## src/rtl/mips_lite_cycle_ctrl.sv

```systemverilog
// Multi-cycle control FSM for a small MIPS-like datapath.
// Steps each instruction through FETCH/DECODE/EXEC/MEM/WB. It drives the
// datapath control strobes and counts retired instructions.
// Ports:
//   clk, rst_n            clock, asynchronous active-low reset
//   start                 leave IDLE and begin fetching
//   opcode[2:0]           instruction opcode, sampled and latched in DECODE
//   Zero                  ALU zero flag, used by BEQ in EXEC
//   Mem_ready             memory handshake, access completes when high
//   IR_write, PC_write, PC_src[1:0], ALU_src_cntrl, ALU_op[1:0], Reg_dst,
//   Reg_write, Mem_read, Mem_write, Mem_to_reg   datapath controls
//   busy, halted          status
//   instr_count[7:0]      retired instruction count, wraps modulo 256
module mips_lite_cycle_ctrl (
  input  logic       clk,
  input  logic       rst_n,
  input  logic       start,
  input  logic [2:0] opcode,
  input  logic       Zero,
  input  logic       Mem_ready,
  output logic       IR_write,
  output logic       PC_write,
  output logic [1:0] PC_src,
  output logic       ALU_src_cntrl,
  output logic [1:0] ALU_op,
  output logic       Reg_dst,
  output logic       Reg_write,
  output logic       Mem_read,
  output logic       Mem_write,
  output logic       Mem_to_reg,
  output logic       busy,
  output logic       halted,
  output logic [7:0] instr_count
);

  localparam int unsigned OP_W  = 3;
  localparam int unsigned CNT_W = 8;

  localparam logic [OP_W-1:0] OP_RTYPE = 3'd0;
  localparam logic [OP_W-1:0] OP_ADDI  = 3'd1;
  localparam logic [OP_W-1:0] OP_LW    = 3'd2;
  localparam logic [OP_W-1:0] OP_SW    = 3'd3;
  localparam logic [OP_W-1:0] OP_BEQ   = 3'd4;
  localparam logic [OP_W-1:0] OP_J     = 3'd5;
  localparam logic [OP_W-1:0] OP_ILL   = 3'd6;
  localparam logic [OP_W-1:0] OP_HALT  = 3'd7;

  typedef enum logic [2:0] {
    S_IDLE, S_FETCH, S_DECODE, S_EXEC, S_MEM, S_WB, S_HALT
  } state_t;

  state_t          state_q, state_d;
  logic [OP_W-1:0] op_q;
  logic            retire_c;

  // State, latched opcode and retire counter
  always_ff @(posedge clk or negedge rst_n) begin
    if (!rst_n) begin
      state_q     <= S_IDLE;
      op_q        <= '0;
      instr_count <= '0;
    end else begin
      state_q <= state_d;
      if (state_q == S_DECODE) op_q <= opcode;
      if (retire_c) instr_count <= instr_count + CNT_W'(1);
    end
  end

  // Next-state and Moore control decode from state and latched opcode
  always_comb begin
    state_d       = state_q;
    retire_c      = 1'b0;
    IR_write      = 1'b0;
    PC_write      = 1'b0;
    PC_src        = 2'd0;
    ALU_src_cntrl = 1'b0;
    ALU_op        = 2'd0;
    Reg_dst       = 1'b0;
    Reg_write     = 1'b0;
    Mem_read      = 1'b0;
    Mem_write     = 1'b0;
    Mem_to_reg    = 1'b0;
    busy          = 1'b0;
    halted        = 1'b0;

    case (state_q)
      S_IDLE: begin
        if (start) state_d = S_FETCH;
      end
      S_FETCH: begin
        busy     = 1'b1;
        Mem_read = 1'b1;
        if (Mem_ready) begin
          IR_write = 1'b1;
          PC_write = 1'b1;
          state_d  = S_DECODE;
        end
      end
      S_DECODE: begin
        busy = 1'b1;
        case (opcode)
          OP_HALT: state_d = S_HALT;
          OP_ILL: begin
            state_d  = S_FETCH;
            retire_c = 1'b1;
          end
          default: state_d = S_EXEC;
        endcase
      end
      S_EXEC: begin
        busy = 1'b1;
        case (op_q)
          OP_RTYPE: begin
            ALU_op  = 2'd2;
            state_d = S_WB;
          end
          OP_ADDI: begin
            ALU_src_cntrl = 1'b1;
            state_d       = S_WB;
          end
          OP_LW, OP_SW: begin
            ALU_src_cntrl = 1'b1;
            state_d       = S_MEM;
          end
          OP_BEQ: begin
            ALU_op   = 2'd1;
            PC_src   = 2'd1;
            PC_write = Zero;
            state_d  = S_FETCH;
            retire_c = 1'b1;
          end
          OP_J: begin
            PC_src   = 2'd2;
            PC_write = 1'b1;
            state_d  = S_FETCH;
            retire_c = 1'b1;
          end
          // ILL/HALT never reach EXEC; recover to FETCH
          default: state_d = S_FETCH;
        endcase
      end
      S_MEM: begin
        busy          = 1'b1;
        ALU_src_cntrl = 1'b1;
        Mem_read      = (op_q == OP_LW);
        Mem_write     = (op_q == OP_SW);
        if (Mem_ready) begin
          // LW continues to writeback; a store completes here
          state_d  = (op_q == OP_LW) ? S_WB : S_FETCH;
          retire_c = (op_q != OP_LW);
        end
      end
      S_WB: begin
        busy       = 1'b1;
        Reg_write  = 1'b1;
        Reg_dst    = (op_q == OP_RTYPE);
        Mem_to_reg = (op_q == OP_LW);
        state_d    = S_FETCH;
        retire_c   = 1'b1;
      end
      S_HALT: begin
        halted = 1'b1;
      end
      default: state_d = S_IDLE;
    endcase
  end

endmodule

```

## config.mk

```make
export PLATFORM = sky130hd
export DESIGN_NAME = mips_lite_cycle_ctrl
export DESIGN_NICKNAME = d
export VERILOG_FILES = /design/src/rtl/mips_lite_cycle_ctrl.sv
export SDC_FILE = /design/constraint.sdc
export NUM_CORES = 1
export LEC_CHECK = 0
export ABC_AREA = 0
export CORE_MARGIN = 2
export CORE_UTILIZATION = 35
export CTS_BUF_LIST = sky130_fd_sc_hd__clkbuf_8 sky130_fd_sc_hd__clkbuf_16
export CTS_CLUSTER_SIZE = 16
export DETAILED_ROUTE_END_ITERATION = 12
export HOLD_SLACK_MARGIN = 0.05
export PLACE_DENSITY = 0.62
export SLEW_MARGIN = 30
export SYNTH_ARGS = -nofsm -noshare
export SYNTH_HDL_FRONTEND = slang
export SYNTH_SLANG_ARGS = --single-unit
```

## constraint.sdc

```tcl
create_clock -name clk -period 2.7 [get_ports clk]
set_input_delay 0.81 -clock clk [delete_from_list [all_inputs] [get_ports clk]]
set_output_delay 0.81 -clock clk [all_outputs]
set_load 0.05 [all_outputs]
```

Word level (Yosys, flattened, before mapping)
Cells that the tools add are included.
{"block": "word_totals", "output_inout_bits": 22, "latch_bits": 0, "mem_bits_ro": 0, "reg_bits": 14, "ram_bits": 0, "mem_count": 0}
{"block": "op_classes", "muxes": 28, "n_shift": 0, "n_eq_ne": 17, "addsub": 1, "n_mul": 0, "n_reduce_logical": 8, "div": 0, "order_cmp": 0, "n_bitwise": 1}
{"operator": "$eq 3x3->1 const B", "n": 7}
{"operator": "$pmux 3 s7", "n": 1}
{"operator": "$eq 3x2->1 const B", "n": 4}
{"operator": "$mux 1", "n": 12}
{"operator": "$mux 3", "n": 4}
{"operator": "$pmux 3 s2", "n": 2}
{"operator": "$add 8x1->8 const B", "n": 1}
{"operator": "$pmux 1 s2", "n": 4}
{"operator": "$pmux 2 s2", "n": 2}
{"operator": "$eq 3x1->1 const B", "n": 2}
{"operator": "$logic_not 3->1", "n": 2}
{"operator": "$ne 2x2->1 const B", "n": 3}
{"operator": "$reduce_or 2->1", "n": 3}
{"operator": "$reduce_or 5->1", "n": 1}
{"operator": "$mux 2", "n": 2}
{"operator": "$pmux 1 s4", "n": 1}
{"operator": "$reduce_and 4->1", "n": 1}
{"operator": "$ne 3x2->1 const B", "n": 1}
{"operator": "$reduce_or 3->1", "n": 1}
{"operator": "$not 1->1", "n": 1}

Longest topological paths before layout
{"block": "logic_depth", "word_depth": 4, "ltp_mapped": 5}

Worst setup path after synthesis
No wires, ideal clock.
{"block": "synth_timing", "path_type": "register to output", "from": "register state_q[2]", "to": "output port Reg_dst", "path_slack_ns": -0.369, "t_arrival_ns": 2.259, "path_stages_with_launch": 4, "n_path_buf": 1, "cell_sequence": "dfrtp_1 buf_2 nand3b_1 nor4_1"}
{"block": "synth_between", "elab_chain_len": 2}
{"element": "from (decl)", "line": "52", "text": "state_t state_q, state_d;"}
{"element": "from (signal assigned)", "line": "63", "text": "state_q <= state_d;"}
{"element": "$eq 3x3->1", "line": "86", "text": "case (state_q)"}
{"element": "$mux 1", "line": "86"}
{"element": "to (decl)", "line": "26", "text": "output logic Reg_dst,"}
Every way passes these cells.

Worst setup path in the final report
{"block": "layout_timing", "from": "input port Mem_ready", "to": "output port PC_write"}
{"block": "layout_between", "elab_chain_len": 2}
{"element": "from (decl)", "line": "20", "text": "input logic Mem_ready,"}
{"element": "$mux 1", "line": "93", "text": "if (Mem_ready) begin"}
{"element": "$pmux 1 s2", "line": "86"}
{"element": "to (decl)", "line": "22", "text": "output logic PC_write,"}
Every way passes these cells.

==> metrics <==
slowest stage delay, CP=0.47 ns; final core utilization=54.8%; Slew HR=55.6%; port buffer count=29; worst reg2reg setup slack=0.96 ns; Hold Path Stages=1; clk_skew=0.000763 ns; Residual DRC=0; clk sinks=14; Non-Filler Instances=168; Root Driver=clkbuf_8; fin worst setup slack=0.0723 ns; slew at the pin with the worst max-slew slack=0.664 ns; total CTS buffers=3; largest net degree at the start of global routing=15; core area=2690 sq um; crit path kind=primary input to output pin; Setup crit end kind=output pin; GR Util All Layers=14.6%; commonest cells after routing, fill and taps aside=clkdlybuf4s50_1, nor2_1, dfrtp_1, buf_12, buf_4; worst skew pair latency=around 0.24 ns; global-route wire length before repair=3.67 mm; dominant synthesized flop cell=dfrtp_1; Fin. Hold Viols=0; flops & latches, synth=14; Distinct cells, synth=41; vias in the first global route=820; CTS H-tree lvls=1; Die H=56.6 um; RSZ-0062 raised after global routing=false; DRT Pass-1 Iters=4; Mapped Area=roughly 970 sq um; I/O pin total=30; die width=56.6 um; total number of vias=882; commonest non-fill, non-tap cell in the layout=clkdlybuf4s50_1; gr ovfl total=0; HP Class=flop to flop; fin crit share=between 90 and 100%; final total power=1.75 mW; # Max-Cap Violations=0; Max Freq=0.381 GHz; post-CTS sizing=0; r2r endpoint=instr_count[1]; crit path max fanout=3; Synth area leader=dfrtp_1; clock-pin slew on the worst setup and hold paths=0.06 ns; CP top delay family=buffers and inverters; synth top area cells=dfrtp_1, xnor2_1, nor2_1; startpoint types=primary input; pre-CTS WS=about 0.069 ns; Starting Density=a little over a third; WP data required=1.89 ns; setup violators final=0; CTS Hold Buffers Added=0; Layout area overhead=51.7%; Crit-path slowest cell=clkdlybuf4s50_1; post-synthesis sequential area ratio=36.1%; post-DP HPWL=1.65 mm; post-synth top area share=between 30% and 40%; Via-to-Cell Ratio=5.25; outcome=finished, final reports clean; Routed wire per std cell=12.7 um; ys async rst share=100%; initial antenna violation count=0; Syn. warnings=0; fin nets=148; WP data arrival=1.82 ns; antenna-violating nets left=0; CTS tree=done; Antenna Cells=0; Pwr per Cell Area=1190 nW/um^2; Max VDD drop=0.00112 V; syn_area_per_cell=9.32 sq um; Leak=0.604 nW; Post-Route WL=2.14 mm; R2R depth=5; FP Rows=19; EDFF count, synth=0; Bufs and invs on worst path=2; Clock Path Buffers=2; die area=3210 sq um; hold path endpoint=instr_count[7]; post-CTS setup buffers=0; Syn Nets=114; critical-path cell list=clkdlybuf4s50_1 > nand2b_1 > o22ai_1 > buf_12; placer congestion estimate=0.845; Syn Inst Count=104; final-report max-slew violation count=0; Reg-to-Reg Start=state_q[1]; First DRT Iteration DRCs=21; cell total after placement=164; min Tclk post-route=2.63 ns; layout cells sized above 1=about a quarter; hold_sp=instr_count[7]
==> cells by family (layout without fill, tap and decap cells) <==
logic type      after synthesis  after routing  synth area share [%]
flops                        14             14                  36.1
fa+ha+maj                     2              2                  2.58
simple gates                 44             44                  25.8
xor+xnor                      7              7                  6.32
compound gates               25             25                  20.8
mux                           3              3                  3.74
buf+inv                       9             42                  4.64
==> layer usage <==
metal	vias to the layer above	track usage, %	share of wire (%)
met5	-	0	0
met1	409	18.6	45
li1	441	-	-
met2	30	24.1	49
met4	0	6.12	0.47
met3	2	2.53	5.1
==> Yosys cell counts, drive strengths merged (2+ instances only) <==
master  count
nand4       2
inv         4
mux2        2
ha          2
nand2       6
xnor2       7
dfrtp      14
and3        2
nor4        2
nand2b      4
nand3b      3
a21oi       3
o211ai      3
buf         4
o32ai       2
nor2       14
o21ai       9
o22ai       2
nor2b       3
==> final cells by class <==
type / count / area (sq um)
timing repair buffer: 34 / 418
multi-input combinational: 81 / 594
tap: 31 / 38.8
clock buffer: 4 / 55.1
inverter: 4 / 15.0
fill: 257 / 1210
sequential: 14 / 350
==> per-stage QoR <==
step                      TNS [ns]  instance area (sq um)  hold WS [ns]
after floorplan           -0.00381                    990         0.514
after global placement           0                   1420         0.464
after detailed placement         0                   1420         0.467
after CTS                        0                   1470         0.478
after global routing             0                   1470         0.487
final                            0                   1470         0.474
==> registers in the layout (all words and copies together), names as in the netlist <==
name	flops
instr_count	8
op_q	3
state_q	3
==> worst register-to-register path, stage by stage (launching register included) <==
cell,delay [ns]
dfrtp_1,0.48
buf_4,0.21
nand2b_1,0.13
o31ai_4,0.37
o21ai_2,0.14
mux2_4,0.30
==> report_power, final <==
group	leakage, nW	switching, mW	internal [mW]	total (mW)
clock	0.0288	0.0722	0.129	0.201
sequential	0.177	0.154	0.282	0.436
combinational	0.398	0.636	0.474	1.11
==> how the worst max path moves through the flow <==
stage	from	to	slack [ns]	cells past startpoint
global route	Mem_ready	PC_write	0.03	4
detailed placement	Mem_ready	PC_write	0.07	4
global placement	Mem_ready	PC_write	0.09	4
finish	Mem_ready	PC_write	0.07	4
floorplan	state_q[2]	PC_write	-0.004	3
CTS	Mem_ready	PC_write	0.06	4
No activity file was read; power rests on OpenSTA's default activity.
